`src/rtl/uart_pkg.sv`:
```
// Shared definitions for the uart_rx stop-bit path: state encoding, the
// vote-window offsets around bit centre, and the parameter range limits.
package uart_pkg;

    typedef enum logic [1:0] {
        IDLE   = 2'd0,
        SAMPLE = 2'd1,
        DONE   = 2'd2
    } uart_stop_state_t;

    // Votes are taken at centre-1, centre and centre+1 oversample ticks.
    localparam int VOTE_OFFSET = 1;

    localparam int STOP_BITS_MIN = 1;
    localparam int STOP_BITS_MAX = 4;
    localparam int OSR_MIN       = 4;

    function automatic int vote_centre(input int osr);
        return osr / 2;
    endfunction

    function automatic logic majority3(input logic a, input logic b, input logic c);
        return (a & b) | (a & c) | (b & c);
    endfunction

endpackage

```
`src/rtl/uart_stop_check_if.sv`:
```
// Handshake and line signals between the uart_rx data-bit stage and the
// stop-bit checker; slave is the checker side.
interface uart_stop_check_if;

    logic i_en;
    logic i_rx;
    logic i_start;
    logic i_data_zero;
    logic o_ready;
    logic o_frame_err;
    logic o_break;

    modport master (
        output i_en, i_rx, i_start, i_data_zero,
        input  o_ready, o_frame_err, o_break
    );

    modport slave (
        input  i_en, i_rx, i_start, i_data_zero,
        output o_ready, o_frame_err, o_break
    );

endinterface

```
`src/rtl/uart_bit_vote.sv`:
```
// 3-sample majority voter: two stored samples plus the live line, so the
// vote resolves on the same strobe that takes the third sample.
module uart_bit_vote
    import uart_pkg::*;
(
    input  logic i_clk,
    input  logic i_rst,
    input  logic i_sample,
    input  logic i_rx,
    output logic o_maj
);

    logic [1:0] hist_q;

    always_ff @(posedge i_clk) begin
        if (i_rst) begin
            hist_q <= '0;
        end else if (i_sample) begin
            hist_q <= {hist_q[0], i_rx};
        end
    end

    assign o_maj = majority3(hist_q[1], hist_q[0], i_rx);

endmodule

```
`src/rtl/uart_stop_check.sv`:
```
// UART receive stop-bit checker: majority-votes 1..4 stop bits and reports
// framing errors. Optional break reporting with `UART_BREAK_DETECT_EN.
module uart_stop_check
    import uart_pkg::*;
#(
    parameter int OSR       = 16,
    parameter int STOP_BITS = 2
) (
    input  logic               i_clk,
    input  logic               i_rst,
    uart_stop_check_if.slave   bus
);

    localparam int TW     = $clog2(OSR);
    localparam int BW     = (STOP_BITS > 1) ? $clog2(STOP_BITS) : 1;
    localparam int CENTRE = vote_centre(OSR);

    localparam logic [TW-1:0] TICK_LO   = TW'(CENTRE - VOTE_OFFSET);
    localparam logic [TW-1:0] TICK_HI   = TW'(CENTRE + VOTE_OFFSET);
    localparam logic [TW-1:0] TICK_LAST = TW'(OSR - 1);
    localparam logic [BW-1:0] BIT_LAST  = BW'(STOP_BITS - 1);

    if (STOP_BITS < STOP_BITS_MIN || STOP_BITS > STOP_BITS_MAX) begin : g_bad_stop_bits
        $error("uart_stop_check: STOP_BITS must be 1..4");
    end
    if (OSR < OSR_MIN || (OSR % 2) != 0) begin : g_bad_osr
        $error("uart_stop_check: OSR must be even and >= 4");
    end

    uart_stop_state_t state_q, state_d;
    logic [TW-1:0]    tick_q, tick_d;
    logic [BW-1:0]    bit_q, bit_d;
    logic             acc_q, acc_d;
    logic             ready_q, ready_d;
    logic             frame_err_q, frame_err_d;

    logic accept;
    logic vote_strobe;
    logic vote_done;
    logic finish;
    logic vote_maj;
    logic brk_set;

    uart_bit_vote u_vote (
        .i_clk    (i_clk),
        .i_rst    (i_rst | accept),
        .i_sample (vote_strobe),
        .i_rx     (bus.i_rx),
        .o_maj    (vote_maj)
    );

    always_comb begin
        // NOTE: every signal driven here gets a default first, so no path through the case can infer a latch.
        state_d     = state_q;
        tick_d      = tick_q;
        bit_d       = bit_q;
        acc_d       = acc_q;
        ready_d     = 1'b0;
        frame_err_d = frame_err_q;
        accept      = 1'b0;
        vote_strobe = 1'b0;
        vote_done   = 1'b0;
        finish      = 1'b0;

        unique case (state_q)
            IDLE, DONE: begin
                state_d = IDLE;
                if (bus.i_start) begin
                    accept      = 1'b1;
                    state_d     = SAMPLE;
                    tick_d      = '0;
                    bit_d       = '0;
                    acc_d       = 1'b0;
                    frame_err_d = 1'b0;
                end
            end
            SAMPLE: begin
                if (bus.i_en) begin
                    vote_strobe = (tick_q >= TICK_LO) && (tick_q <= TICK_HI);
                    vote_done   = (tick_q == TICK_HI);
                    finish      = vote_done && (bit_q == BIT_LAST);
                    if (vote_done) begin
                        acc_d = acc_q | ~vote_maj;
                    end
                    // The last stop bit ends at its vote, leaving half a bit for the next start edge.
                    if (finish) begin
                        state_d     = DONE;
                        ready_d     = 1'b1;
                        frame_err_d = acc_d | brk_set;
                    end else if (tick_q == TICK_LAST) begin
                        tick_d = '0;
                        bit_d  = bit_q + 1'b1;
                    end else begin
                        tick_d = tick_q + 1'b1;
                    end
                end
            end
            default: state_d = IDLE;
        endcase
    end

    always_ff @(posedge i_clk) begin
        // NOTE: sequential state uses non-blocking assignments so every flop samples pre-edge values.
        if (i_rst) begin
            state_q     <= IDLE;
            tick_q      <= '0;
            bit_q       <= '0;
            acc_q       <= 1'b0;
            ready_q     <= 1'b0;
            frame_err_q <= 1'b0;
        end else begin
            state_q     <= state_d;
            tick_q      <= tick_d;
            bit_q       <= bit_d;
            acc_q       <= acc_d;
            ready_q     <= ready_d;
            frame_err_q <= frame_err_d;
        end
    end

`ifdef UART_BREAK_DETECT_EN
    logic dz_q;
    logic low_q;
    logic break_q;

    // low_q stays set only while every stop-bit vote so far has been 0.
    always_ff @(posedge i_clk) begin
        if (i_rst) begin
            dz_q    <= 1'b0;
            low_q   <= 1'b0;
            break_q <= 1'b0;
        end else if (accept) begin
            dz_q    <= bus.i_data_zero;
            low_q   <= 1'b1;
            break_q <= 1'b0;
        end else if (vote_done) begin
            low_q <= low_q & ~vote_maj;
            if (finish) begin
                break_q <= brk_set;
            end
        end
    end

    assign brk_set     = dz_q & low_q & ~vote_maj;
    assign bus.o_break = break_q;
`else
    wire unused_data_zero = bus.i_data_zero;

    assign brk_set     = 1'b0;
    assign bus.o_break = 1'b0;
`endif

    assign bus.o_ready     = ready_q;
    assign bus.o_frame_err = frame_err_q;

endmodule

```
`src/flat_wrapper.sv`:
```
// flat-port wrapper written by rule: the top's interface ports become plain ports
module uart_stop_check_flat import uart_pkg::*;
#(
    parameter int OSR       = 16,
    parameter int STOP_BITS = 2
)
  (i_clk, i_rst, bus_i_en, bus_i_rx, bus_i_start, bus_i_data_zero, bus_o_ready, bus_o_frame_err, bus_o_break);
  uart_stop_check_if bus_i ();
  input  logic i_clk;
  input  logic i_rst;
  input wire logic [$bits(bus_i.i_en)-1:0] bus_i_en;
  input wire logic [$bits(bus_i.i_rx)-1:0] bus_i_rx;
  input wire logic [$bits(bus_i.i_start)-1:0] bus_i_start;
  input wire logic [$bits(bus_i.i_data_zero)-1:0] bus_i_data_zero;
  output wire logic [$bits(bus_i.o_ready)-1:0] bus_o_ready;
  output wire logic [$bits(bus_i.o_frame_err)-1:0] bus_o_frame_err;
  output wire logic [$bits(bus_i.o_break)-1:0] bus_o_break;
  assign bus_i.i_en = bus_i_en;
  assign bus_i.i_rx = bus_i_rx;
  assign bus_i.i_start = bus_i_start;
  assign bus_i.i_data_zero = bus_i_data_zero;
  assign bus_o_ready = bus_i.o_ready;
  assign bus_o_frame_err = bus_i.o_frame_err;
  assign bus_o_break = bus_i.o_break;
  uart_stop_check #(.OSR(OSR), .STOP_BITS(STOP_BITS)) u_core (.i_clk(i_clk), .i_rst(i_rst), .bus(bus_i));
endmodule
```
`config.mk`:
```
export PLATFORM = sky130hd
export DESIGN_NAME = uart_stop_check_flat
export DESIGN_NICKNAME = d
export VERILOG_FILES = /design/src/rtl/uart_pkg.sv /design/src/rtl/uart_stop_check_if.sv /design/src/rtl/uart_bit_vote.sv /design/src/rtl/uart_stop_check.sv /design/src/flat_wrapper.sv
export SDC_FILE = /design/constraint.sdc
export NUM_CORES = 1
export LEC_CHECK = 0
export ABC_AREA = 1
export BUFFER_PORTS_ARGS = -buffer_cell sky130_fd_sc_hd__clkbuf_2
export CAP_MARGIN = 40
export CORE_UTILIZATION = 25
export DETAILED_ROUTE_END_ITERATION = 10
export HOLD_SLACK_MARGIN = 0.08
export MAX_ROUTING_LAYER = met4
export PLACE_DENSITY = 0.41
export SYNTH_ARGS = -nofsm -noshare
export SYNTH_HDL_FRONTEND = slang
export SYNTH_SLANG_ARGS = --single-unit
```
`constraint.sdc`:
```
create_clock -name i_clk -period 1.5 [get_ports i_clk]
set_input_delay 0.3 -clock i_clk [delete_from_list [all_inputs] [get_ports i_clk]]
set_output_delay 0.3 -clock i_clk [all_outputs]
set_load 0.03 [all_outputs]
```
# --- Yosys cells after proc, flatten, opt, wreduce, memory -nomap -nowiden ---
# Cells that the tools add are included.
# W data, S select, Z words.
totals:
  input_bits: 6
  register_bits: 12
  output_inout_bits: 3
op_classes:
  n_eq_ne: 9
  n_bitwise: 10
  muxes: 25
  add_sub_neg: 2
  n_lt_le_gt_ge: 2
  reduce_logical: 11
op_table:
  columns: ["cell", "n"]
  rows:
  - ["$mux W4", 4]
  - ["$mux W1", 14]
  - ["$eq A4 B4 Y1 const B", 2]
  - ["$pmux W4 S2", 1]
  - ["$reduce_and A4 Y1", 2]
  - ["$ne A2 B2 Y1 const B", 3]
  - ["$pmux W1 S2", 3]
  - ["$reduce_and A5 Y1", 1]
  - ["$add A4 B1 Y4 const B", 1]
  - ["$ge A4 B3 Y1 const B", 1]
  - ["$le A4 B4 Y1 const B", 1]
  - ["$mux W2", 2]
  - ["$ne A2 B1 Y1 const B", 2]
  - ["$or A1 B1 Y1", 4]
  - ["$pmux W2 S2", 1]
  - ["$and A1 B1 Y1", 3]
  - ["$not A1 Y1", 3]
  - ["$reduce_and A3 Y1", 1]
  - ["$reduce_or A3 Y1", 1]
  - ["$eq A2 B1 Y1 const B", 1]
  - ["$eq A2 B2 Y1 const B", 1]
  - ["$logic_and A1 B1 Y1", 2]
  - ["$logic_not A2 Y1", 1]
  - ["$reduce_and A2 Y1", 1]
  - ["3 further kinds", 3]

# --- Logic depth before layout (Yosys ltp) ---
# Gate-level depths: netlist (run 1).
logic_depth:
  depth_word: 9
  mapped_depth: 8
  depth_no_buf: 8

# --- By module ---
# Synthesis (run 1) repeated with hierarchy kept, for this count alone.
unflattened:
  cells_unflattened: 104
  hier_area_um2: 694.4
modules_own_cells:
  columns: ["module", "cells_per_inst", "area_per_inst_um2", "n_inst"]
  rows:
  - ["uart_stop_check", 88, 598.1, 1]
  - ["uart_bit_vote", 16, 96.3, 1]

# --- Least setup slack after synthesis (run 1) ---
# No wires, ideal clock.
synth_path:
  path_type: "reg-to-reg"
  from: "register u_core.tick_q[0]"
  to: "register u_core.tick_q[3]"
  n_path_buf: 0
  path_stages_with_launch: 7
  t_arrival_ns: 1.129
  required_ns: 1.387
  period_less_slack_ns: 1.242
  path_slack_ns: 0.258
  setup_ns: 0.113
  cell_sequence: "dfxtp_1 > ha_1 > nand4_2 > o21ai_2 > nand2_1 > nand2_1 > nor2_1"
synth_between:
  elab_chain_cells: 5
synth_lines:
  columns: ["item", "line_no", "source"]
  rows:
  - ["start, declared", "uart_stop_check.sv:31", "logic [TW-1:0] tick_q, tick_d;"]
  - ["start signal, assigned", "uart_stop_check.sv:113", "tick_q <= tick_d;"]
  - ["$add A4 B1 Y4 or $eq A4 B4 Y1 (tied branches)", "uart_stop_check.sv:94, uart_stop_check.sv:90", null]
  - ["$mux W4", "uart_stop_check.sv:90", "end else if (tick_q == TICK_LAST) begin"]
  - ["$mux W4", "uart_stop_check.sv:86", "if (finish) begin"]
  - ["$mux W4", "uart_stop_check.sv:78", "if (bus.i_en) begin"]
  - ["$pmux W4 S2", "uart_stop_check.sv:65", "unique case (state_q)"]
# Parallel ways exist; a longest one is shown, timed or not. The select of a mux whose other input is x is not followed.
# A chain may end at the register's enable or synchronous reset.

# --- Final worst setup path (run 1) ---
layout_path:
  from: "register u_core.tick_q[1]"
  to: "register u_core.u_vote.hist_q[1]"
layout_between:
  elab_chain_cells: 4
layout_lines:
  columns: ["item", "line_no", "source"]
  rows:
  - ["$ge A4 B3 Y1 or $le A4 B4 Y1 (tied branches)", "uart_stop_check.sv:79", "vote_strobe = (tick_q >= TICK_LO) && (tick_q <= TICK_HI);"]
  - ["$logic_and A1 B1 Y1 *", "uart_stop_check.sv:79", null]
  - ["$mux W1 *", "uart_stop_check.sv:78", null]
  - ["$mux W1 *", "uart_stop_check.sv:65", null]
  - ["end signal, assigned", "uart_bit_vote.sv:19", "hist_q <= {hist_q[0], i_rx};"]
  - ["end, declared", "uart_bit_vote.sv:13", "logic [1:0] hist_q;"]
# Mark *: on every way between the ends. The rest lies on a longest branch, timed or not.

==> results.md, run 1 <==
Outcome:
- The flow ran to the end, and the final reports show no timing, DRC or antenna violations.

Route:
- The routed wire length is 1450 µm.
- The DRC violation total after the first TritonRoute iteration is 10.
- The antenna violation net count after detailed routing is 0.
- The pre-antenna-repair detailed-routing pass consisted of 4 iterations.
- The post-detailed-route wirelength per cell is 10.0 µm.
- Summing over every cut layer, the via total after detailed routing is 645.
- For this run, design rule violations remaining after detail routing come to 0.
- Dividing the detail-routed via count by the number of cells gives 4.45.

Floorplanning:
- The height of the die is 54.0 µm.
- The die outline width is 54.0 µm.
- The die outline area is 0.00292 mm².
- The floorplan core area is 0.00252 mm².
- The floorplan has 18 rows.
- The initial utilization of the core area, before any placement, comes to 0.268.
- Pin placement for this block handled 9 I/O pins.

GRT:
- The via count of the first global-routing pass was 520.
- Entering global routing, the biggest net connects 8 pins.
- Across every metal layer, demand over resource in global routing totals 0.118.
- For this run the aggregate overflow at the end of global routing stands at 0.
- The global-route wire length before repair is 2310 µm.
- The number of antenna violations at the first check in global routing came to 0.

STA:
- The routed design could run at a clock period as short as 1410 ps.
- Setup repair after global routing could not meet its margin everywhere.
- The count of final setup violators is 0.
- The part of the cycle the worst path needs is 0.943.
- The setup slack of the critical path after layout is 85.8 ps.
- The final number of max-transition violations is 0.
- The achievable frequency is 0.707 GHz.
- The setup skew after layout is 3.30 ps.
- Final hold analysis gives a worst-case slack of 280 ps.
- The final hold violation count is 0.

Clock network:
- The library cell used as clock root buffer is sky130_fd_sc_hd__clkbuf_4.
- Clock tree synthesis found a total of 12 sinks.
- At the later pin of the worst-skew pair, clock insertion delay measures 280 ps.
- The number of H-tree levels is 1.
- The maximum buffer depth of the clock tree is 2.
- TritonCTS built the clock tree.
- The clock edge transition at the registers on the reported setup and hold paths is 80 ps.
- The number of hold buffers added after cts is 0.
- The number of clock buffers added by TritonCTS is 3.

Critical path:
- STA classifies the critical path endpoint as a flip-flop.
- The critical path is of the flip-flop to flip-flop type.
- STA puts the critical path data required time at 1680 ps.
- The critical path arrival is 1590 ps.
- The setup slack on the worst flop-to-flop path is 90 ps.
- The kind of launch point of the worst setup path is a flip-flop.
- Of all nets on the critical path, the largest fanout is 5.

Yosys:
- The cell with the most instances after synthesis is sky130_fd_sc_hd__nand2_1.
- After technology mapping, the gate count stands at 103.
- In the post-synthesis netlist, the biggest area contributors are sky130_fd_sc_hd__dfxtp_1 (35%), sky130_fd_sc_hd__nand2_1 (15%), sky130_fd_sc_hd__inv_1 (8.3%), sky130_fd_sc_hd__a21oi_1 (7.4%), sky130_fd_sc_hd__nor2_1 (6.1%).
- The leading area contributor after synthesis is sky130_fd_sc_hd__dfxtp_1.
- After synthesis, the share of flip-flops with an asynchronous set or reset is 0.
- The share of synthesized area in the top cell type comes to 0.355.
- Counting flops and latches in the post-synthesis netlist gives 12.
- For this run, the leading register cell type out of synthesis is sky130_fd_sc_hd__dfxtp_1.
- The total nets after synthesis is 112.
- Averaged over all synthesized cells, the footprint is 6.57 µm².
- In the synthesized netlist, the cells that appear most often are sky130_fd_sc_hd__nand2_1 (27), sky130_fd_sc_hd__inv_1 (15), sky130_fd_sc_hd__dfxtp_1 (12), sky130_fd_sc_hd__nor2_1 (11), sky130_fd_sc_hd__a21oi_1 (10).
- The fraction of the yosys area taken by sequential cells is 0.355.
- The synthesized area is 677 µm².
- The number of enable-type register cells in the synthesized netlist is 0.
- The netlist uses 20 different library cells.
- Yosys printed 0 warnings.

Pwr:
- The power share of the combinational group is 0.178.
- Summed over all cells, the static leakage comes to 0.381 nW.
- The total power draw is 0.746 mW.
- The share of total power dissipated in sequential elements is 0.470.
- The maximum vdd drop is 0.424 mV.
- For this design the total switching power over the nets is 0.216 mW.
- The net switching share of the total power is 0.290.
- For this design the ratio of total power to cell area is 932 mW/mm².
- The clock network fraction of total power is 0.352.
- The internal portion of the total power is 0.530 mW.

Flow run:
- The number of violations of the max-capacitance limit is 0.

Place:
- The count of buffers added on input and output ports is 6.
- The placer's final routability congestion estimate is 0.791.
- After legalization and detailed placement, the total HPWL measured 1150 µm.
- At the placement stage, the worst setup path has a slack of 82.4 ps.
- In this run, placement finished with an instance count of 141.

Cells and area:
- The area growth from synthesis to layout is 18.3%.
- The count of antenna diodes in the layout is 0.
- Leaving out filler cells and counting taps, the final layout contains 145.
- The number of nets in the layout is 125.
- At the end of the flow the core is filled with cells to 0.317.
- In the final layout, the share of cells above drive strength 1 is 0.183.

Worst hold path:
- The min-delay analysis places its worst path in the category input port to flip-flop.
-- critical path, cell delays in order (launching register included) --
cell and delay, ps:
sky130_fd_sc_hd__dfxtp_1 360, sky130_fd_sc_hd__inv_1 100, sky130_fd_sc_hd__ha_1 180, sky130_fd_sc_hd__buf_4 120, sky130_fd_sc_hd__nor2_1 30, sky130_fd_sc_hd__o22ai_1 300, sky130_fd_sc_hd__nand3_1 110, sky130_fd_sc_hd__nand2_1 80
sky130_fd_sc_hd__nor2_1 30
-- layer usage --
| metal | track usage | part of all wire | vias up |
|---|---|---|---|
| met3 | 0.0169 | 0.028 | 5 |
| met2 | 0.163 | 0.44 | 9 |
| met1 | 0.157 | 0.51 | 281 |
| met5 | - | 0 | - |
| met4 | 0.0769 | 0.023 | 0 |
| li1 | - | - | 350 |
-- final timing paths --
check                         from  depth (start not counted)                       to
setup reg to reg  u_core.tick_q[1]                          8  u_core.u_vote.hist_q[1]
setup / recovery  u_core.tick_q[1]                          8  u_core.u_vote.hist_q[1]
hold / removal               i_rst                          2        u_core.state_q[0]
hold reg to reg   u_core.tick_q[0]                          2         u_core.tick_q[0]
-- power by group through the flow --
stage	combinational, mW	clock [mW]	sequential [mW]
finish	0.133	0.263	0.351
global route	0.151	0.291	0.353
CTS	0.134	0.270	0.350
detailed placement	0.133	0	0.358
global placement	0.132	0	0.359
floorplan	0.0922	0	0.360
-- area by class of cell --
cell class | count | area, µm²
multi-input cells | 73 | 369
well taps | 30 | 37.5
fillers | 295 | 1720
inverters | 17 | 63.8
flip-flops and latches | 12 | 241
repair buffers | 9 | 52.6
clock buffers | 4 | 36.3
-- what timing repair did --
item,in CTS,in global routing
setup buffers,0,0
setup endpoints to repair,0,6
resized for setup,0,2
-- cells by family after synthesis --
kind of cell    after synthesis  synth area share
buf+inv                      18             0.105
simple gates                 53             0.353
compound gates               16             0.126
flops                        12             0.355
other cells                   1           0.00554
fa+ha+maj                     3            0.0555
-- flip-flops by register name, indices dropped and copies added, names as in the netlist --
name and count:
u_core.tick_q 4, u_core.bit_q 1, u_core.bus.o_ready 1, u_core.u_vote.hist_q 2
u_core.bus.o_frame_err 1, u_core.acc_q 1, u_core.state_q 2
-- metrics by stage --
step	cell area, µm²	setup TNS (ps)
floorplan	677	0
global placement	759	0
detailed placement	759	0
CTS	796	0
global route	801	-57.9
finish	801	0
-- layout by cell type (no fill, tap or decap), types with 2 or more instances in the layout --
master	Yosys	layout
sky130_fd_sc_hd__a21oi_1	10	10
sky130_fd_sc_hd__buf_4	1	3
sky130_fd_sc_hd__clkbuf_2	0	6
sky130_fd_sc_hd__clkbuf_4	0	3
sky130_fd_sc_hd__dfxtp_1	12	11
sky130_fd_sc_hd__ha_1	3	3
sky130_fd_sc_hd__inv_1	15	15
sky130_fd_sc_hd__inv_2	2	2
sky130_fd_sc_hd__nand2_1	27	27
sky130_fd_sc_hd__nand3_1	6	6
sky130_fd_sc_hd__nand4_1	3	3
sky130_fd_sc_hd__nor2_1	11	11
sky130_fd_sc_hd__nor3_1	2	2
sky130_fd_sc_hd__o21ai_0	3	3
sky130_fd_sc_hd__o21ai_2	1	2
(Power assumes the default switching activity.)
==> inputs of run 2 (changes only) <==
- PLACE_DENSITY: 0.41 -> 0.52
==> results.md, run 2 (synthesis gave the netlist of run 1 again) <==
Cells and area:
- The largest registers in the layout are u_core.tick_q: 4 flops, u_core.state_q: 2 flops, u_core.u_vote.hist_q: 2 flops.
- In the final layout, the share of cells above drive strength 1 is 0.150.
- The area of all placed cells without fillers is 791 µm².
- The number of nets in the layout is 124.
- In the layout the commonest cells are sky130_fd_sc_hd__nand2_1 (27), sky130_fd_sc_hd__inv_1 (15), sky130_fd_sc_hd__dfxtp_1 (12), sky130_fd_sc_hd__nor2_1 (11), sky130_fd_sc_hd__a21oi_1 (10).
- From synthesis to final layout, the design area changed by 16.8%.
- The library cell used most frequently in the layout, excluding fill and tap cells, is sky130_fd_sc_hd__nand2_1.
- The most flop-heavy register is u_core.tick_q.
- The count of antenna diodes in the layout is 0.
- The register with the most flip-flops in the layout has 4 of them.

Clock network:
- Buffers inserted to repair hold after CTS numbered 0.
- The CTS tree is built.
- The maximum buffer depth of the clock tree is 2.
- The library cell used as clock root buffer is sky130_fd_sc_hd__clkbuf_4.
- Clock-pin slew was measured on the worst setup and hold paths at 70 ps.
- Buffers inserted during clock tree synthesis total 3.
- The tree built by TritonCTS fans out to 12 sinks.
- The clock network latency to the later pin of the worst-skew pair is 270 ps.
- The buffers inserted during post-CTS setup optimization is 0.
- The number of H-tree levels is 1.

Floorplanning:
- The initial utilization of the core area, before any placement, comes to 0.268.
- 9 I/O pins were placed.
- The height of the die is 54.0 µm.
- Measured along the x axis, the die boundary spans 54.0 µm.
- The die covers 0.00292 mm².
- The total area inside the core boundary comes to 0.00252 mm².
- The number of core rows is 18.

STA:
- The count of final setup violators is 0.
- The setup slack of the critical path after layout is 119 ps.
- The tightest hold path in the finished design has a slack of 303 ps.
- The final total negative setup slack is 0 ps.
- Of the available clock period, the critical path in the final layout requires 0.921.
- The final number of max-transition violations was 0.
- The achievable frequency is 0.724 GHz.
- Setup repair after global routing could not meet its margin everywhere.
- The worst path needs 1380 ps of the cycle, external delays included.
- The setup skew after layout is 2.22 ps.
- The final hold violation count was 0.

GRT:
- Entering global routing, the biggest net connects 11 pins.
- For met2 alone, demand over resource in global routing was 0.187.
- The via count of the first global-routing pass came to 565.
- The number of antenna violations at the first check in global routing was 0.
- The met3 global-route usage is 0.0424.
- The most heavily used metal layer in global routing is met2.
- The global-route wire length before repair is 2370 µm.
- For this run the aggregate overflow at the end of global routing stands at 0.
- In the global route stage, met1 resource usage came out at 0.148.
- The global routing usage summed across all routing layers is 0.120.

Flow run:
- The number of violations of the max-capacitance limit is 0.

Critical path:
- The worst-path maximum fanout is 5.
- The critical path arrival is 1550 ps.
- The worst setup path is captured at a flip-flop.
- The required time reported for the critical path endpoint is 1670 ps.
- The kind of launch point of the worst setup path is a flip-flop.
- The critical path start-end classification is flip-flop to flip-flop.

Worst hold path:
- The tightest min-delay check is of the input port to flip-flop type.

Route:
- The first routing iteration left 9 violations.
- The routed wire length is 1430 µm.
- The detail route stage leaves a number of antenna-violating nets equal to 0.
- For this run, the detailed router's first-pass iteration total came to 4.
- The total DRC errors in the routed layout is 0.
- After detailed routing, the average wire length per cell comes to 10.0 µm.
- Dividing the detail-routed via count by the number of cells gives 4.36.
- Across all layers, the routed design uses 624 vias.

Place:
- The congestion estimate from routability-driven global placement came to 0.774.
- The post-detailed-placement half-perimeter wirelength is 1090 µm.
- Once placement finished, the instance area stood at 752 µm².
- The post-placement worst setup slack is 60.1 ps.
- Input and output buffers added on the ports amount to 6.

Outcome:
- The flow ran to the end, and the final reports show no timing, DRC or antenna violations.

Pwr:
- Of the total power, registers draw 0.513.
- The internal power is 0.474 mW.
- The share of total power dissipated in the clock network is 0.289.
- The switching power total is 0.208 mW.
- The power share of the combinational group is 0.198.
- The power per unit of standard cell area is 863 mW/mm².
- The leakage power of the design is 0.352 nW.
- VDD sags by at most 0.449 mV.
- Of the total power, the share spent switching nets is 0.306.
==> run 2: cell types whose count changed in the layout (fill, tap and decap cells not counted), sizes merged <==
cell    delta
buf        -1
clkbuf     -1
==> run 2: power groups by stage <==
| stage | logic, mW | clock network, mW | registers [mW] |
|---|---|---|---|
| after floorplan | 0.0922 | 0 | 0.360 |
| final | 0.135 | 0.197 | 0.350 |
| after global placement | 0.130 | 0 | 0.355 |
| after global routing | 0.156 | 0.227 | 0.352 |
| after CTS | 0.132 | 0.210 | 0.347 |
| after detailed placement | 0.132 | 0 | 0.355 |
==> run 2: per-stage QoR <==
step	utilization	std cells	power, mW
CTS	0.307	143	0.690
floorplan	-	103	0.452
finish	0.313	143	0.682
global route	0.313	143	0.735
global placement	0.298	140	0.484
detailed placement	0.298	140	0.487
==> run 2: path summary, 6_finish.rpt <==
check,from,endpoint,slack [ps],depth (start not counted)
worst max-delay path,u_core.tick_q[0],u_core.u_vote.hist_q[0],120,7
worst min-delay path,i_rst,u_core.tick_q[1],300,2
worst max register to register,u_core.tick_q[0],u_core.u_vote.hist_q[0],120,7
worst min register to register,u_core.tick_q[1],u_core.tick_q[1],520,2
==> run 2: worst max-delay path: stages (launching register included) <==
cell and delay [ps]:
sky130_fd_sc_hd__dfxtp_1 330, sky130_fd_sc_hd__buf_4 140, sky130_fd_sc_hd__ha_1 160, sky130_fd_sc_hd__nand2_1 90, sky130_fd_sc_hd__o22ai_1 330, sky130_fd_sc_hd__nand3_1 110, sky130_fd_sc_hd__nand2_1 80, sky130_fd_sc_hd__nor2_1 40
==> run 2: cell type report <==
class,instances,area (µm²)
clock buffers,3,22.5
well taps,30,37.5
flip-flops and latches,12,240
fillers,291,1730
repair buffers,8,45.0
inverters,17,63.8
multi-input cells,73,382
==> run 2: timing repair <==
action | CTS | global route
endpoints found under the hold margin | 0 | 0
endpoints found under the setup margin | 0 | 7
resized for setup | 0 | 2
==> run 2: metal layers <==
layer,vias to the layer above,wire [µm]
li1,345,-
met1,269,703
met2,7,672
met3,3,50
met4,0,8
met5,-,0
